[src/rtl/pipeline_skid_register_pkg.sv]
// Shared types and constants for the elastic pipeline skid register.
package pipeline_skid_register_pkg;

   localparam int unsigned DEFAULT_DATA_WIDTH = 64;

   typedef enum logic [1:0] {
      ST_EMPTY = 2'd0,
      ST_BUSY  = 2'd1,
      ST_FULL  = 2'd2
   } skid_state_e;

endpackage : pipeline_skid_register_pkg

[src/rtl/pipeline_skid_register_skid_data_reg.sv]
// Payload register with load enable and asynchronous active-low clear.
module skid_data_reg #(
   parameter int unsigned DATA_WIDTH = 64
) (
   input  logic                  clk_i,
   input  logic                  arst_ni,
   input  logic                  en_i,
   input  logic [DATA_WIDTH-1:0] d_i,
   output logic [DATA_WIDTH-1:0] q_o
);

   logic [DATA_WIDTH-1:0] data_q;

   always_ff @(posedge clk_i or negedge arst_ni) begin
      if (!arst_ni) begin
         data_q <= '0;
      end else if (en_i) begin
         data_q <= d_i;
      end
   end

   assign q_o = data_q;

endmodule : skid_data_reg

[src/rtl/pipeline_skid_register.sv]
// Elastic valid/ready stage with a two-entry skid buffer; both handshake outputs come from flops.
// Optional stall counter is enabled by defining PIPE_SKID_PERF_EN.
module pipeline_skid_register
   import pipeline_skid_register_pkg::*;
#(
   parameter int unsigned DATA_WIDTH = DEFAULT_DATA_WIDTH
`ifdef PIPE_SKID_PERF_EN
 , parameter int unsigned CNT_WIDTH  = 32
`endif
) (
   input  logic                  clk_i,
   input  logic                  arst_ni,
   input  logic                  flush_i,
   input  logic                  s_valid_i,
   input  logic [DATA_WIDTH-1:0] s_data_i,
   output logic                  s_ready_o,
   output logic                  m_valid_o,
   output logic [DATA_WIDTH-1:0] m_data_o,
   input  logic                  m_ready_i
`ifdef PIPE_SKID_PERF_EN
 , output logic [CNT_WIDTH-1:0]  stall_count_o
`endif
);

   skid_state_e           state_q, state_d;
   logic                  m_valid_q, s_ready_q;
   logic                  s_fire, m_fire;
   logic                  out_en, out_sel_skid, skid_en;
   logic [DATA_WIDTH-1:0] out_d, out_q, skid_q;

   assign s_fire = s_valid_i && s_ready_q;
   assign m_fire = m_valid_q && m_ready_i;

   // Next-state and register-load decode; flush discards both transfers.
   always_comb begin
      state_d      = state_q;
      out_en       = 1'b0;
      out_sel_skid = 1'b0;
      skid_en      = 1'b0;
      if (flush_i) begin
         state_d = ST_EMPTY;
      end else begin
         unique case (state_q)
            ST_EMPTY: begin
               if (s_fire) begin
                  out_en  = 1'b1;
                  state_d = ST_BUSY;
               end
            end
            ST_BUSY: begin
               if (s_fire && m_fire) begin
                  out_en = 1'b1;
               end else if (s_fire) begin
                  skid_en = 1'b1;
                  state_d = ST_FULL;
               end else if (m_fire) begin
                  state_d = ST_EMPTY;
               end
            end
            ST_FULL: begin
               if (m_fire) begin
                  out_en       = 1'b1;
                  out_sel_skid = 1'b1;
                  state_d      = ST_BUSY;
               end
            end
            default: state_d = ST_EMPTY;
         endcase
      end
   end

   assign out_d = out_sel_skid ? skid_q : s_data_i;

   // Handshake flags are registered from the next state so they never depend on m_ready_i combinationally.
   always_ff @(posedge clk_i or negedge arst_ni) begin
      if (!arst_ni) begin
         state_q   <= ST_EMPTY;
         m_valid_q <= 1'b0;
         s_ready_q <= 1'b1;
      end else begin
         state_q   <= state_d;
         m_valid_q <= (state_d != ST_EMPTY);
         s_ready_q <= (state_d != ST_FULL);
      end
   end

   skid_data_reg #(.DATA_WIDTH(DATA_WIDTH)) u_out_reg (
      .clk_i   (clk_i),
      .arst_ni (arst_ni),
      .en_i    (out_en),
      .d_i     (out_d),
      .q_o     (out_q)
   );

   skid_data_reg #(.DATA_WIDTH(DATA_WIDTH)) u_skid_reg (
      .clk_i   (clk_i),
      .arst_ni (arst_ni),
      .en_i    (skid_en),
      .d_i     (s_data_i),
      .q_o     (skid_q)
   );

   assign s_ready_o = s_ready_q;
   assign m_valid_o = m_valid_q;
   assign m_data_o  = out_q;

`ifdef PIPE_SKID_PERF_EN
   logic [CNT_WIDTH-1:0] cnt_q, cnt_d;

   // Saturating stall counter; only reset clears it.
   always_comb begin
      cnt_d = cnt_q;
      if (m_valid_q && !m_ready_i && (cnt_q != '1)) begin
         cnt_d = cnt_q + CNT_WIDTH'(1);
      end
   end

   always_ff @(posedge clk_i or negedge arst_ni) begin
      if (!arst_ni) begin
         cnt_q <= '0;
      end else begin
         cnt_q <= cnt_d;
      end
   end

   assign stall_count_o = cnt_q;
`endif

endmodule : pipeline_skid_register

[config.mk]
export PLATFORM = sky130hd
export DESIGN_NAME = pipeline_skid_register
export DESIGN_NICKNAME = d
export VERILOG_FILES = /design/src/rtl/pipeline_skid_register_pkg.sv /design/src/rtl/pipeline_skid_register_skid_data_reg.sv /design/src/rtl/pipeline_skid_register.sv
export SDC_FILE = /design/constraint.sdc
export NUM_CORES = 1
export LEC_CHECK = 0
export ABC_AREA = 1
export BUFFER_PORTS_ARGS = -buffer_cell sky130_fd_sc_hd__buf_2
export CAP_MARGIN = 10
export CORE_ASPECT_RATIO = 0.5
export CORE_MARGIN = 2
export CORE_UTILIZATION = 25
export DETAILED_ROUTE_END_ITERATION = 8
export GPL_TIMING_DRIVEN = 0
export PLACE_DENSITY_LB_ADDON = 0.12
export SYNTH_ARGS = -nofsm -noshare
export SYNTH_HDL_FRONTEND = slang
export SYNTH_SLANG_ARGS = --single-unit
export TNS_END_PERCENT = 30
[constraint.sdc]
create_clock -name clk_i -period 2.45 [get_ports clk_i]
set_input_delay 0.49 -clock clk_i [delete_from_list [all_inputs] [get_ports clk_i]]
set_output_delay 0.49 -clock clk_i [all_outputs]
set_load 0.02 [all_outputs]
==> reports/qor.yml <==
floorplanning:
  initial_core_util_pct: 25.51
  io-pin-count: 135
  die_w_um: 225.4
  core_sq_um: 24020
  chipHeight_um: 114.7
  dieArea_sq_um: 25850
  fp-row-count: 40
grt:
  grt_remaining_overflow: 0
  antenna_found_initial: 0
  grt_pass1_wl_um: 30660
  grt_pass1_vias: 5583
  gr-usage-all-layers_pct: 15.67
  grt_max_degree: 87
sta:
  worst_clock_skew_ps: 6.646
  worstMarginPinSlew_ps: 591.6
  hold_violations: 1
  timing.final.crit_share_pct: 73.09
  slew_headroom_pct: 60.56
  final-setup-viol-count: 0
  whs_ps: -0.4272
  rsz0062_at_grt: "no"
  period_needed_ps: 1791
  drv_slew: 0
  clock.fmax_mhz: 558.5
placed_design:
  portBuffers: 134
  hpwl_um: 12610
  routabilityCongestion: 0.7495
  place_area_sq_um: 7226
yosys:
  syn_nets: 857
  synth.avg_cell_area_sq_um: 7.776
  yosysMostFrequentCell: "nand2_1"
  ys_types: 18
  synth_top_area_share_pct: 53.50
  synthArstFlopShare_pct: 100.0
  syn_area_sq_um: 6127
  ys_warn_count: 0
  synth_common_cells: "448 x nand2_1, 131 x dfrtp_1, 130 x nand3_1"
  yosysTopAreaCell: "dfrtp_1"
  synth-seq-cells: 132
  synth-main-ff-cell: "dfrtp_1"
  syn_inst: 788
  ys_seq_area_share_pct: 53.93
  synth_top_cells_by_area: "dfrtp_1 54%, nand2_1 27%, nand3_1 11%"
  synth_edf_count: 0
pwr:
  ir_worst_vdd_mv: 0.3560
  powerDensity_nw_per_um2: 994.1
  p_leak_nw: 4.422
cts:
  cts_setup_buffers: 0
  ctsHtreeMaxLevel: 4
  cts_tree: "built"
  cts_buffers: 17
  cts.sinks: 132
  clk_latency_ps: 430
  cts-root-buf: "clkbuf_16"
  cts_resized: 0
  cts.path.max_buffers: 2
  path_clk_slew_ps: 60
  hold_buffers: 0
drt:
  ant_nets: 0
  drtIter0Drc: 391
  first_pass_iters: 4
  viasPerCell: 4.332
  wl_per_cell_um: 14.70
  drc: 0
  wirelength_um: 18670
  via_count: 5502
outcome:
  violations: "hold timing"
  status: "finished with violations"
cells_and_area:
  final.fill_count: 2639
  finalNetCount: 1011
  register_area_sq_um: 3304
  multi_input_area_sq_um: 2476
  antenna_cells: 0
  area_delta_synth_final_pct: 27.69
  finalInstanceArea_sq_um: 7824
  drive_gt1_share_pct: 24.50
hold_path:
  holdCritPathClass: "primary input to async pin"
critical_path:
  worst_ep_required_time_ps: 2810
  path_max_fanout: 10
  cp-start-kind: "register"
  critPathArrivalTime_ps: 2150
  cp-end-kind: "register"
  worstSetupPathType: "register to register"
run:
  maxCapViolations: 0
[where the power goes]
group          internal (mW)  switching (mW)  total (mW)
Clock                   1.62           0.978        2.60
Sequential              2.94           0.386        3.33
Combinational          0.652            1.19        1.85
[worst max-delay path, cell delays in order (launching register included)]
cell      delay [ps]
dfrtp_1          370
nand2_1          190
nand2_1           70
nand2_1          140
nand2_1           70
nand2_1          180
clkbuf_1         490
nand2_1          110
nand2_1           90
[path summary, 6_finish.rpt]
| check | start | to | slack [ps] | cells past startpoint |
|---|---|---|---|---|
| max in group asynchronous | arst_ni | s_ready_o$_DFF_PN1_ | 1640 | 2 |
| min | arst_ni | u_out_reg.q_o[49]$_DFFE_PN0P_ | -0.4 | 1 |
| min in group clk_i | s_data_i[46] | u_skid_reg.q_o[46]$_DFFE_PN0P_ | 310 | 3 |
| max reg2reg | m_valid_o$_DFF_PN0_ | u_out_reg.q_o[1]$_DFFE_PN0P_ | 660 | 8 |
| min reg2reg | u_skid_reg.q_o[18]$_DFFE_PN0P_ | u_skid_reg.q_o[18]$_DFFE_PN0P_ | 470 | 2 |
| max | m_valid_o$_DFF_PN0_ | u_out_reg.q_o[1]$_DFFE_PN0P_ | 660 | 8 |
[flip-flops by register name (all words and copies together) (netlist names)]
name,flops
u_out_reg.q_o,64
state_q,2
m_valid_o,1
s_ready_o,1
u_skid_reg.q_o,64
[per-layer routing]
| metal | track usage, % | part of all wire [%] |
|---|---|---|
| met5 | 0 | 0 |
| met4 | 5.342 | 1.4 |
| met2 | 25.80 | 48 |
| met1 | 20.54 | 47 |
| met3 | 3.516 | 3.6 |
[final cells by class]
class / count / share of cell area, %
flip-flops and latches: 132 / 42.24
multi-input cells: 599 / 31.65
repair buffers: 135 / 9.004
clock buffers: 23 / 6.365
well taps: 315 / 5.038
plain buffers: 52 / 4.190
clock inverters: 9 / 1.279
inverters: 5 / 0.2399
[kinds of logic (layout without fill, tap and decap cells)]
group	count (synthesis)	in the layout	share of synthesized area (%)
compound gates	4	4	0.5105
simple gates	595	595	39.90
flops	132	132	53.93
buf+inv	57	224	5.656
[per-stage QoR]
stage	setup WS, ps	std cells	setup TNS [ps]	util (%)	power (mW)
detailed placement	393.0	1238	0	30.08	5.256
finish	659.4	1270	0	32.57	7.777
CTS	602.4	1270	0	32.57	7.932
floorplan	968.2	788	0	-	4.522
global placement	-1279	1237	-166100	29.94	5.221
global route	448.4	1270	0	32.57	8.360
[cells in the final DEF, fill, tap and decap left out, drive strengths merged]
cell / synthesis / layout
dfstp: 1 / 1
dfrtp: 131 / 131
clkbuf: 3 / 26
nor2: 5 / 5
clkinvlp: 0 / 2
inv: 5 / 5
clkinv: 0 / 5
bufinv: 0 / 2
a21oi: 3 / 3
buf: 49 / 184
o21ai: 1 / 1
nand3: 131 / 131
nand2: 459 / 459
Note: power is estimated with default switching activity, not from simulation.
